==> config.mk <==
export PLATFORM = sky130hd
export DESIGN_NAME = bin2bcd_seq
export DESIGN_NICKNAME = d
export VERILOG_FILES = /design/src/rtl/bin2bcd_pkg.sv /design/src/rtl/bcd_add3.sv /design/src/rtl/bin2bcd_seq.sv
export SDC_FILE = /design/constraint.sdc
export NUM_CORES = 1
export LEC_CHECK = 0
export BUFFER_PORTS_ARGS = -buffer_cell sky130_fd_sc_hd__buf_2
export CAP_MARGIN = 20
export CORE_MARGIN = 1.5
export CORE_UTILIZATION = 56
export CTS_CLUSTER_DIAMETER = 150
export DETAILED_ROUTE_END_ITERATION = 10
export PLACE_DENSITY = 0.78
export SLEW_MARGIN = 0
export SYNTH_ARGS = -nofsm -noshare
export SYNTH_HDL_FRONTEND = slang
export SYNTH_HIERARCHICAL = 1
export SYNTH_SLANG_ARGS = --single-unit
==> constraint.sdc <==
create_clock -name clk -period 1.6 [get_ports clk]
set_input_delay 0.08 -clock clk [delete_from_list [all_inputs] [get_ports clk]]
set_output_delay 0.08 -clock clk [all_outputs]
set_load 0.03 [all_outputs]
==> src/rtl/bin2bcd_pkg.sv <==
// Shared types and constants for the sequential binary-to-BCD converter.
package bin2bcd_pkg;

    // Converter control states: wait for start, run the shift loop, present the result.
    typedef enum logic [1:0] {
        StIdle  = 2'd0,
        StShift = 2'd1,
        StDone  = 2'd2
    } bin2bcd_state_e;

    // Nibble shown on every digit when the value does not fit (blanks a 7-seg decoder).
    localparam logic [3:0] BCD_BLANK = 4'hF;

    // 10^n, used to derive the largest value representable in n BCD digits.
    function automatic longint unsigned pow10(input int unsigned n);
        longint unsigned r;
        r = 1;
        for (int unsigned i = 0; i < n; i++) begin
            r = r * 10;
        end
        return r;
    endfunction

endpackage

==> src/rtl/bcd_add3.sv <==
// Double-dabble digit correction: a BCD digit of 5 or more gets +3 before the left shift
// so that the shift carries correctly into the next decimal digit.
module bcd_add3 (
    input  logic [3:0] digit_i,
    output logic [3:0] digit_o
);

    // Pure combinational correction of one nibble.
    always_comb begin
        digit_o = (digit_i >= 4'd5) ? (digit_i + 4'd3) : digit_i;
    end

endmodule

==> src/rtl/bin2bcd_seq.sv <==
// Sequential binary-to-BCD converter (shift-and-add-3). One bit is consumed per clock, so a
// conversion occupies WIDTH shift cycles followed by a single DONE cycle carrying the result.
module bin2bcd_seq
    import bin2bcd_pkg::*;
#(
    parameter int unsigned WIDTH  = 14,
    parameter int unsigned DIGITS = 4
) (
    input  logic                  clk,
    input  logic                  rst,
    input  logic                  start,
    input  logic [WIDTH-1:0]      bin,
    output logic                  ready,
    output logic                  busy,
    output logic                  done,
    output logic [4*DIGITS-1:0]   bcd,
    output logic                  ovf
);

    localparam int unsigned CntW    = $clog2(WIDTH + 1);
    localparam int unsigned BcdW    = 4 * DIGITS;
    localparam int unsigned CatW    = BcdW + WIDTH;
    localparam logic [CntW-1:0] LastCnt = CntW'(WIDTH - 1);
    // Largest value that fits in DIGITS decimal digits.
    localparam logic [63:0] BcdMax  = 64'(pow10(DIGITS) - 1);

    bin2bcd_state_e    state_q, state_d;
    logic [WIDTH-1:0]  sr_q, sr_d;
    logic [BcdW-1:0]   scratch_q, scratch_d;
    logic [CntW-1:0]   cnt_q, cnt_d;
    logic              ovf_lat_q, ovf_lat_d;
    logic [BcdW-1:0]   bcd_q, bcd_d;
    logic              ovf_q, ovf_d;
    logic              ready_q, ready_d;
    logic              busy_q, busy_d;
    logic              done_q, done_d;

    logic [BcdW-1:0]   scratch_adj;
    logic [CatW-1:0]   shift_cat;
    logic              bin_ovf;

    // Per-digit +3 correction applied to the current scratch register.
    for (genvar g = 0; g < DIGITS; g++) begin : g_add3
        bcd_add3 u_add3 (
            .digit_i (scratch_q[4*g +: 4]),
            .digit_o (scratch_adj[4*g +: 4])
        );
    end

    // Corrected scratch and remaining binary bits shifted left as one long register.
    always_comb begin
        shift_cat = {scratch_adj, sr_q} << 1;
    end

    // Range check on the raw input; zero-extension keeps the compare unsigned.
    always_comb begin
        bin_ovf = (64'(bin) > BcdMax);
    end

    // Next-state and datapath control; outputs are decoded from the next state so they are
    // registered yet line up with the state they describe.
    always_comb begin
        state_d   = state_q;
        sr_d      = sr_q;
        scratch_d = scratch_q;
        cnt_d     = cnt_q;
        ovf_lat_d = ovf_lat_q;
        bcd_d     = bcd_q;
        ovf_d     = ovf_q;

        unique case (state_q)
            StIdle: begin
                if (start) begin
                    sr_d      = bin;
                    scratch_d = '0;
                    cnt_d     = '0;
                    ovf_lat_d = bin_ovf;
                    state_d   = StShift;
                end
            end
            StShift: begin
                scratch_d = shift_cat[CatW-1 -: BcdW];
                sr_d      = shift_cat[WIDTH-1:0];
                cnt_d     = cnt_q + CntW'(1);
                if (cnt_q == LastCnt) begin
                    // Last bit shifted in: publish so the result is visible during DONE.
                    state_d = StDone;
                    bcd_d   = ovf_lat_q ? {DIGITS{BCD_BLANK}} : shift_cat[CatW-1 -: BcdW];
                    ovf_d   = ovf_lat_q;
                end
            end
            StDone: begin
                // Start is deliberately ignored here; a new request is taken in IDLE.
                state_d = StIdle;
            end
            default: begin
                state_d = StIdle;
            end
        endcase

        ready_d = (state_d == StIdle);
        busy_d  = (state_d == StShift);
        done_d  = (state_d == StDone);
    end

    // All state and registered outputs; reset wins over any request in the same cycle.
    always_ff @(posedge clk) begin
        if (rst) begin
            state_q   <= StIdle;
            sr_q      <= '0;
            scratch_q <= '0;
            cnt_q     <= '0;
            ovf_lat_q <= 1'b0;
            bcd_q     <= '0;
            ovf_q     <= 1'b0;
            ready_q   <= 1'b1;
            busy_q    <= 1'b0;
            done_q    <= 1'b0;
        end else begin
            state_q   <= state_d;
            sr_q      <= sr_d;
            scratch_q <= scratch_d;
            cnt_q     <= cnt_d;
            ovf_lat_q <= ovf_lat_d;
            bcd_q     <= bcd_d;
            ovf_q     <= ovf_d;
            ready_q   <= ready_d;
            busy_q    <= busy_d;
            done_q    <= done_d;
        end
    end

    assign ready = ready_q;
    assign busy  = busy_q;
    assign done  = done_q;
    assign bcd   = bcd_q;
    assign ovf   = ovf_q;

endmodule

* Word level (Yosys, flattened, before mapping)
Index checks and enable logic that the tools add are counted.
** Storage, ports and cells
- Bits in registers :: 57
- Input bits :: 17
- Output and inout port bits :: 20
- Word-level logic and storage cells :: 45
** Operators by class
- Add/sub/neg operators :: 5
- Order comparisons :: 5
- Eq/ne operators :: 5
- Multiplexer cells :: 14
- Reduce and logical (&&, ||, !) cells :: 6
** Operators with widths (number)
- 16-bit 2-to-1 mux :: 2
- 16-bit one-hot mux with 2 select lines :: 1
- 14-bit one-hot mux with 2 select lines :: 1
- 4-bit by 3-bit greater-or-equal comparator with 1-bit output (second input constant) :: 4
- 4-bit 2-to-1 mux :: 4
- 14-bit greater-than comparator (second input constant) :: 1
- 14-bit 2-to-1 mux :: 1
- 4-bit by 2-bit adder with 4-bit output (second input constant) :: 3
- 4-bit one-hot mux with 2 select lines :: 1
- 2-bit AND reduction :: 3
- 4-bit by 1-bit adder with 4-bit output (second input constant) :: 1
- 2-bit by 1-bit == test with 1-bit output (second input constant) :: 2
- 4-bit == test (second input constant) :: 1
- 2-bit zero test :: 2
- 2-bit 2-to-1 mux :: 2
- 2-bit one-hot mux with 2 select lines :: 1
- 3-bit by 2-bit adder with 3-bit output (second input constant) :: 1
- 3-bit 2-to-1 mux :: 1
- 2-bit == test (second input constant) :: 1
- 2-bit inequality test (second input constant) :: 1
- 2-bit nonzero test :: 1

* Logic depth before layout (Yosys ltp)
Gate-level depths: netlist of run 1.
- Word-level depth :: 4
- Depth in mapped cells :: 7
- Gate-level depth less buffers :: 7

* Cells and area by module
Netlist of run 1, hierarchy kept.
** Modules (own cells, without submodules)
- bin2bcd_seq :: times used 1, cells an instance 253, area each 2346.0 um^2, sequential area each 1141.1 um^2
- bcd_add3 :: times used 4, cells an instance 16, area each 101.3 um^2, sequential area each 0.0 um^2

* Worst setup path after synthesis of run 1
No wires, ideal clock.
- Path type :: flip-flop to flip-flop
- Start point :: register scratch_q[9]
- End point :: register bcd_q[10] (netlist: bcd[10])
- Setup time :: 0.080 ns
- Arrival :: 1.366 ns
- Data required time :: 1.520 ns
- Slack :: 0.154 ns
- Cell stages (with the launch flop) :: 8
- Path buffers :: 0
- Period minus slack after synthesis :: 1.446 ns
- Cells stage by stage :: dfxtp_1 inv_1 ha_1 nand2b_1 a21oi_2 mux2i_1 nor2_1 a211oi_2
** Between the ends
- Cells in the longest elaborated chain, start to end :: 3
- Elaborated cells on any way between the ends :: 4
- Those cells by class :: add/sub: 1; order compare: 1; mux: 2
** RTL lines
- start: declaration :: line bin2bcd_seq.sv:29 : logic [BcdW-1:0] scratch_q, scratch_d;
- start signal: assignment :: line bin2bcd_seq.sv:122 : scratch_q <= scratch_d;
- 4-bit by 2-bit adder with 4-bit output / 4-bit by 3-bit greater-or-equal comparator with 1-bit output (equally long branches) :: line bcd_add3.sv:10 : digit_o = (digit_i >= 4'd5) ? (digit_i + 4'd3) : digit_i;
- 4-bit 2-to-1 mux * :: line bcd_add3.sv:10
- via scratch_adj[9] :: line bin2bcd_seq.sv:38 : logic [BcdW-1:0] scratch_adj;
- 16-bit 2-to-1 mux * :: line bin2bcd_seq.sv:88 : bcd_d = ovf_lat_q ? {DIGITS{BCD_BLANK}} : shift_cat[CatW-1 -: BcdW];
- end signal: assignment :: line bin2bcd_seq.sv:114 : bcd_q <= '0;
- end signal: assignment :: line bin2bcd_seq.sv:125 : bcd_q <= bcd_d;
- end: declaration :: line bin2bcd_seq.sv:32 : logic [BcdW-1:0] bcd_q, bcd_d;
Mark *: on every way through the listed nets, which the timed path passes. The rest lies on a longest branch.
A chain may end at the register's enable or synchronous reset.

* Worst setup path in the final report of run 1
- Start point :: register scratch_q[9]
- End point :: register bcd_q[9] (netlist: bcd[9])
** Between the ends
- Cells in the longest elaborated chain, start to end :: 3
** RTL lines (line)
- 4-bit by 3-bit greater-or-equal comparator with 1-bit output :: bcd_add3.sv:10
- 4-bit 2-to-1 mux :: bcd_add3.sv:10
- via scratch_adj[8] :: bin2bcd_seq.sv:38
- 16-bit 2-to-1 mux :: bin2bcd_seq.sv:88
The timed path passes the listed nets, and every way through them passes these cells.

==> results of run 1 <==
==> power groups by stage <==
stage / sequential [uW] / clock (uW) / combinational [uW]
2_1_floorplan: 1520 / 0 / 179
3_3_place_gp: 1520 / 0 / 251
3_5_place_dp: 1520 / 0 / 256
4_1_cts: 1490 / 1420 / 260
5_1_grt: 1490 / 1470 / 298
6_report: 1490 / 1390 / 268
==> worst reg2reg max path: stages (launching register included) <==
cell and delay [ns]:
dfxtp_2 0.34, inv_2 0.07, ha_1 0.19, nand2b_4 0.16, a21oi_4 0.18, buf_4 0.13
xnor2_1 0.15, nor2_1 0.10, a211oi_2 0.17
==> sequential cells by signal, indices dropped and copies added (netlist names) <==
name and count:
bcd 16, done 1, sr_q 14, ovf_lat_q 1, scratch_q 16, busy 1
state_q 2, cnt_q 4, ovf 1, ready 1
==> area by class of cell <==
cell class,count,area share
clock buffers,14,0.05215
clock inverters,2,0.01058
inverters,11,0.01247
multi-input cells,221,0.4569
flip-flops and latches,57,0.3473
well taps,67,0.02532
repair buffers,52,0.09524
==> through the flow <==
| step | TNS (ns) | setup slack (ns) | hold slack (ns) | instance area [um^2] | total power [uW] |
|---|---|---|---|---|---|
| after CTS | 0 | 0.01791 | 0.002078 | 3199 | 3164 |
| after global placement | 0 | 0.1198 | 0.3389 | 2967 | 1767 |
| after detailed placement | 0 | 0.001633 | 0.3424 | 2967 | 1773 |
| after global routing | -0.1239 | -0.02871 | 0.06127 | 3311 | 3263 |
| final | 0 | 0.04311 | 0.01574 | 3311 | 3151 |
| after floorplan | 0 | 0.1545 | 0.2272 | 2731 | 1696 |
==> per-layer routing <==
layer | global-route usage | share of wire | wire [um] | up-vias
met2 | 0.4006 | 0.50 | 3006 | 61
met4 | 0.1006 | 0.021 | 129 | 0
met1 | 0.2718 | 0.44 | 2626 | 1137
met5 | 0 | 0 | 0 | -
li1 | - | - | - | 1180
met3 | 0.06492 | 0.043 | 260 | 12
==> path summary, 6_finish.rpt <==
check / startpoint / end / slack [ns] / depth (start not counted)
worst max-delay path: scratch_q[9] / bcd[9] / 0.04 / 8
worst min-delay path: bin[12] / ovf_lat_q / 0.02 / 3
worst max register to register: scratch_q[9] / bcd[9] / 0.04 / 8
worst min register to register: ovf / ovf / 0.48 / 2
==> repair_timing <==
action                     4_1_cts  5_1_grt
hold endpoints to repair         1        0
setup buffers                    2        1
resized for setup                0       25
setup endpoints to repair        2        8
hold buffers                     1        0
pin swaps                        2       14
==> impl_metrics.yaml, run 1 <==
floorplanning:
  fp.dieW_um: 72.84
  die_h_um: 72.84
  initial_core_util: 0.5783
  pin_count: 37
  die-area_um2: 5306
  core_um2: 4723
  placementRows: 25
detailed_routing:
  firstDrtPassIters: 4
  ant_nets: 0
  vias: 2390
  drc: 0
  detail_route.wl_per_cell_um: 14.21
  vias_per_cell: 5.637
  routed_wl_um: 6023
  drtIter0Drc: 104
power_and_ir_drop:
  ir_worst_vdd_uv: 612.9
  clock_power_share: 0.443
  p_leak_uw: 0.001322
  switchingPower_uw: 733.8
  pwr-share-seq: 0.472
  sw_frac_of_total: 0.2329
  power_density_nw_per_um2: 951.6
  share_comb_of_total_power: 0.085
  p_int_uw: 2417
grt:
  grtUsageTotal: 0.2334
  grt_pass1_wl_um: 9522
  antenna_found_initial: 0
  overflow: 0
  grt_max_degree: 23
  grt_pass1_vias: 2194
placed_design:
  hpwl_um: 3854
  place_inst: 404
  portBuffers: 36
  routabilityCongestion: 0.7485
critical_path:
  cp_max_fo: 3
  crit_slowest_cell: "dfxtp_2"
  crit_path_end_kind: "flip-flop"
  crit_type: "flip-flop to flip-flop"
  worstPathArrival_ns: 1.82
  required_ns: 1.87
  cp_top_family: "compound AO/OA/AOI/OAI gates"
  crit_chain: "inv_2 > ha_1 > nand2b_4 > a21oi_4 > buf_4 > xnor2_1 > nor2_1 > a211oi_2"
  crit_buf_inv: 2
  worst_setup_path_start_kind: "flip-flop"
  crit_path_max_incr_delay_ns: 0.34
clock_network:
  cts_tree: "built"
  insertion_delay_ns: 0.34
  cts-root-buf: "clkbuf_8"
  clock-sinks: 57
  cts_buffers: 9
  path_clk_slew_ns: 0.07
  clockBufferDepth: 2
  h-tree-depth: 3
synth:
  syn-num-nets: 340
  syn_area_um2: 2731
  synthCells: 313
  avgSynthCellArea_um2: 8.726
  ys_warn_count: 6
hold_path:
  hp-class: "input pin to flip-flop"
timing:
  tightest_slew_ns: 0.4082
  finalCritPeriodShare: 0.9731
  slew_violations: 0
  hold_violations: 0
  relSlewSlack: 0.7273
  setup_viol: 0
  fin_crit_ns: 1.557
  max_freq_ghz: 0.6423
  fin_skew_ns: 0.006496
final_layout:
  syn2layout_area_growth_pct: 21.21
  final_common_cell: "nor2_1"
  multiInputGateArea_um2: 1513
  drive_above_1_share: 0.3221
  antennaDiodeCount: 0
  instances_no_fill: 424
  regArea_um2: 1150
  fin_nets: 379
  fin_util: 0.7009
  fillers: 361
  final_cell_mix: "nor2_1, dfxtp_1, buf_2"
run:
  cap_violations: 0
outcome:
  status: "finished clean"
(Power assumes the default switching activity.)
==> run 2: changes to the inputs <==
--- a/config.mk
+++ b/config.mk
@@ -8,10 +8,10 @@
 export BUFFER_PORTS_ARGS = -buffer_cell sky130_fd_sc_hd__buf_2
 export CAP_MARGIN = 20
 export CORE_MARGIN = 1.5
-export CORE_UTILIZATION = 56
+export CORE_UTILIZATION = 57
 export CTS_CLUSTER_DIAMETER = 150
 export DETAILED_ROUTE_END_ITERATION = 10
-export PLACE_DENSITY = 0.78
+export PLACE_DENSITY = 0.79
 export SLEW_MARGIN = 0
 export SYNTH_ARGS = -nofsm -noshare
 export SYNTH_HDL_FRONTEND = slang
==> impl_metrics.yaml, run 2 (synthesized netlist as in run 1, its figures left out) <==
detailed_routing:
  drc: 0
  vias_per_cell: 5.725
  detail_route.wl_per_cell_um: 14.39
  drtIter0Drc: 147
  firstDrtPassIters: 4
  routed_wl_um: 5914
  ant_nets: 0
  vias: 2353
grt:
  overflow: 0
  grt_pass1_wl_um: 9763
  grt_max_degree: 28
  antenna_found_initial: 0
  grtUsageTotal: 0.2412
  grt_pass1_vias: 2202
clock_network:
  clockBufferDepth: 2
  clock-sinks: 57
  insertion_delay_ns: 0.33
  cts_buffers: 9
  cts-root-buf: "clkbuf_8"
  cts_tree: "built"
  path_clk_slew_ns: 0.06
  h-tree-depth: 3
power_and_ir_drop:
  sw_frac_of_total: 0.2386
  switchingPower_uw: 730.4
  power_density_nw_per_um2: 943.6
  p_leak_uw: 0.001308
  share_comb_of_total_power: 0.087
  ir_worst_vdd_uv: 568.1
  p_int_uw: 2331
  clock_power_share: 0.427
  pwr-share-seq: 0.486
  p_total_uw: 3061
critical_path:
  cp_max_fo: 3
  timing.rr.start: "scratch_q[9]"
  crit_type: "flip-flop to flip-flop"
  worst_setup_path_start_kind: "flip-flop"
  required_ns: 1.85
  r2r_setup_slack_ns: 0.009
  crit_path_end_kind: "flip-flop"
  worstPathArrival_ns: 1.84
  r2r_cells: 7
  crit_start: "scratch_q[9]"
  crit_end: "bcd[10]"
  rr_endpoint: "bcd[10]"
floorplanning:
  pin_count: 37
  placementRows: 25
  die_h_um: 72.23
  die-area_um2: 5216
  initial_core_util: 0.5860
  fp.dieW_um: 72.23
  core_um2: 4661
timing:
  setup_viol: 0
  relSlewSlack: 0.7240
  max_freq_ghz: 0.6287
  finalCritPeriodShare: 0.9942
  tightest_slew_ns: 0.4131
  hold_violations: 0
  slew_violations: 0
  fin_crit_ns: 1.591
  fin_skew_ns: 0.005357
  setup_slack_ns: 0.009329
hold_path:
  min_path_cells: 3
  hp-class: "input pin to flip-flop"
placed_design:
  routabilityCongestion: 0.7456
  portBuffers: 36
  dp_slack_ns: 0.005174
  hpwl_um: 3847
final_layout:
  fin_nets: 379
  final_cell_mix: "nor2_1, dfxtp_1, buf_2"
  final_common_cell: "nor2_1"
  syn2layout_area_growth_pct: 18.78
  drive_above_1_share: 0.2997
  antennaDiodeCount: 0
outcome:
  status: "finished clean"
run:
  cap_violations: 0
run 2: cell types whose count changed in the layout (fill, tap and decap cells not counted), sizes merged:
cell	before	now
clkinv	1	2
clkbuf	14	13
run 2: critical path, stage by stage, from the launching register on:
cell and delay (ns):
dfxtp_2 0.34, inv_1 0.07, ha_1 0.18, nand2b_4 0.15, a21oi_4 0.16, mux2i_1 0.27, nor2_1 0.09, a211oi_2 0.24
run 2: area by class of cell:
cell class	count	area [um^2]
timing repair buffer	52	319.1
sequential	57	1146
multi-input combinational	221	1481
clock inverter	3	40.04
clock buffer	13	148.9
tap	54	67.56
fill	364	1416
inverter	11	41.29
run 2: metal layers:
metal  track usage  vias to the layer above  share of wire
met1        0.2993                     1114           0.46
met3       0.05278                       10          0.041
met5             0                        -              0
met2        0.3961                       55           0.48
li1              -                     1174              -
met4        0.1216                        0          0.020
run 2: worst min-delay path by stage:
| stage | startpoint | endpoint | slack (ns) |
|---|---|---|---|
| 4_1_cts | bin[13] | ovf_lat_q | 0.07 |
| 2_1_floorplan | bin[11] | ovf_lat_q | 0.23 |
| 3_5_place_dp | bin[0] | sr_q[0] | 0.34 |
| 5_1_grt | bin[13] | ovf_lat_q | 0.08 |
| 6_report | bin[13] | ovf_lat_q | 0.08 |
| 3_3_place_gp | bin[0] | sr_q[0] | 0.34 |
run 2: timing repair:
action,CTS,global route
pin swaps,1,6
resized for setup,1,17
setup endpoints to repair,1,9
cloned,0,0
buffers inserted,1,1
hold buffers,1,0
hold endpoints to repair,1,0
run 2: per-stage QoR:
stage / std cells / instance area, um^2 / hold slack, ns / setup TNS (ns) / util
global placement: 392 / 2958 / 0.3386 / 0 / 0.6346
global route: 411 / 3244 / 0.08311 / -0.03840 / 0.6961
finish: 411 / 3244 / 0.07861 / 0 / 0.6961
floorplan: 313 / 2731 / 0.2272 / 0 / -
detailed placement: 392 / 2958 / 0.3435 / 0 / 0.6346
CTS: 410 / 3166 / 0.06909 / 0 / 0.6792
run 2: power by group through the flow:
stage	registers (uW)	logic, uW	clock network [uW]
6_report	1490	268	1310
5_1_grt	1490	301	1420
4_1_cts	1490	264	1340
3_5_place_dp	1520	259	0
3_3_place_gp	1520	254	0
2_1_floorplan	1520	179	0
==> run 3: changes to the inputs <==
--- a/config.mk
+++ b/config.mk
@@ -12,6 +12,7 @@
 export CTS_CLUSTER_DIAMETER = 150
 export DETAILED_ROUTE_END_ITERATION = 10
 export PLACE_DENSITY = 0.79
+export SETUP_SLACK_MARGIN = 0.5
 export SLEW_MARGIN = 0
 export SYNTH_ARGS = -nofsm -noshare
 export SYNTH_HDL_FRONTEND = slang
==> impl_metrics.yaml, run 3 (synthesized netlist as in run 1, its figures left out) <==
critical_path:
  crit_path_max_incr_delay_ns: 0.38
  worst_setup_path_start_kind: "flip-flop"
  worstPathArrival_ns: 2.06
  crit_chain: "inv_4 > ha_4 > nand2b_4 > a21oi_4 > mux2i_2 > a22oi_1 > nor2_1"
  cp_top_family: "simple AND/OR/NAND/NOR gates"
  crit_buf_inv: 1
  crit_slowest_cell: "dfxtp_2"
  crit_path_end_kind: "flip-flop"
  crit_type: "flip-flop to flip-flop"
  required_ns: 1.81
  cp_max_fo: 3
final_layout:
  fillers: 73
  antennaDiodeCount: 0
  fin_util: 0.9723
  final_cell_mix: "dfxtp_1, nor2_1, buf_2"
  final_common_cell: "dfxtp_1"
  fin_nets: 426
  syn2layout_area_growth_pct: 65.92
  drive_above_1_share: 0.6584
  instances_no_fill: 458
power_and_ir_drop:
  p_total_uw: 3523
  pwr-share-seq: 0.428
  switchingPower_uw: 1043
  share_comb_of_total_power: 0.178
  power_density_nw_per_um2: 777.4
  p_int_uw: 2480
  clock_power_share: 0.394
  p_leak_uw: 0.001744
  ir_worst_vdd_uv: 789.4
  sw_frac_of_total: 0.2961
floorplanning:
  initial_core_util: 0.5860
  die_h_um: 72.23
  placementRows: 25
  core_um2: 4661
  pin_count: 37
  fp.dieW_um: 72.23
  die-area_um2: 5216
detailed_routing:
  drc: 0
  ant_nets: 0
  vias: 3471
  detail_route.wl_per_cell_um: 30.62
  drtIter0Drc: 622
  firstDrtPassIters: 7
  routed_wl_um: 14030
  vias_per_cell: 7.579
timing:
  finalCritPeriodShare: 1.154
  tns_ns: -0.6848
  holdWs_ns: 0.1015
  fin_crit_ns: 1.847
  slew_violations: 0
  tightest_slew_ns: 0.6000
  rsz0062_at_grt: "yes"
  relSlewSlack: 0.5996
  max_freq_ghz: 0.5415
  fin_skew_ns: 0.009035
  setup_viol: 8
  setup_slack_ns: -0.2469
  hold_violations: 0
grt:
  grt_pass1_vias: 2809
  grtUsageTotal: 0.3464
  overflow: 0
  grt_pass1_wl_um: 13630
  grt_max_degree: 27
  antenna_found_initial: 1
clock_network:
  path_clk_slew_ns: 0.08
  cts_tree: "built"
  cts-root-buf: "clkbuf_8"
  clockBufferDepth: 2
  cts_buffers: 9
  h-tree-depth: 3
  clock-sinks: 57
  insertion_delay_ns: 0.35
outcome:
  violations: "setup timing"
  status: "complete, but fails checks"
hold_path:
  hp-class: "input pin to flip-flop"
run:
  cap_violations: 0
placed_design:
  hpwl_um: 4066
  place_inst: 389
  routabilityCongestion: 0.7852
  portBuffers: 36
[run 3: changes by cell type in the layout (fill, tap and decap cells not counted), moves of 12 or more]
cell      change
a211oi_1     -13
a211oi_2     +12
a22oi_1      -12
a22oi_2      +12
buf_4        +15
buf_6        +18
nor2_1       -14
o21ai_0      -14
o21ai_2      +13
[run 3: cell type report]
| cell class | count | area (um^2) | share of cell area |
|---|---|---|---|
| clock inverter | 2 | 10.01 | 0.002209 |
| timing repair buffer | 98 | 897.1 | 0.1980 |
| clock buffer | 14 | 182.7 | 0.04031 |
| multi-input combinational | 222 | 2145 | 0.4732 |
| sequential | 57 | 1172 | 0.2587 |
| tap | 54 | 67.56 | 0.01491 |
| inverter | 11 | 57.56 | 0.01270 |
[run 3: final timing paths]
check	from	to	slack [ns]	cells after the start
max	scratch_q[5]	scratch_q[6]	-0.25	7
min	bin[11]	sr_q[11]	0.10	3
max reg2reg	scratch_q[5]	scratch_q[6]	-0.25	7
min reg2reg	sr_q[5]	sr_q[5]	0.53	2
[run 3: what timing repair did]
item	in CTS	in global routing
hold endpoints to repair	1	0
cloned	2	1
endpoints found under the setup margin	56	57
resized for setup	62	91
setup buffers	26	23
pin swaps	19	47
hold buffers	1	0
[run 3: power groups by stage]
stage	logic, uW	registers, uW	clock network [uW]
4_1_cts	419	1490	1310
5_1_grt	634	1510	1440
3_5_place_dp	286	1520	0
2_1_floorplan	214	1520	0
3_3_place_gp	278	1520	0
6_report	625	1510	1390
[run 3: through the flow]
stage,setup slack [ns],cell area (um^2)
5_1_grt,-0.2040,4532
3_5_place_dp,0.1711,3126
4_1_cts,0.1618,3871
6_report,-0.2469,4532
3_3_place_gp,0.2286,3126
2_1_floorplan,0.2778,2955
[run 3: worst min-delay path, cell delays in order]
cell	delay [ns]
buf_2	0.13
o22ai_4	0.12
a211oi_2	0.08
[run 3: per-layer routing]
metal	up-vias	track usage	routed length, um
li1	1279	-	-
met1	1585	0.3925	4565
met5	-	0	12
met3	195	0.1014	1847
met4	2	0.2180	1619
met2	410	0.5720	5981
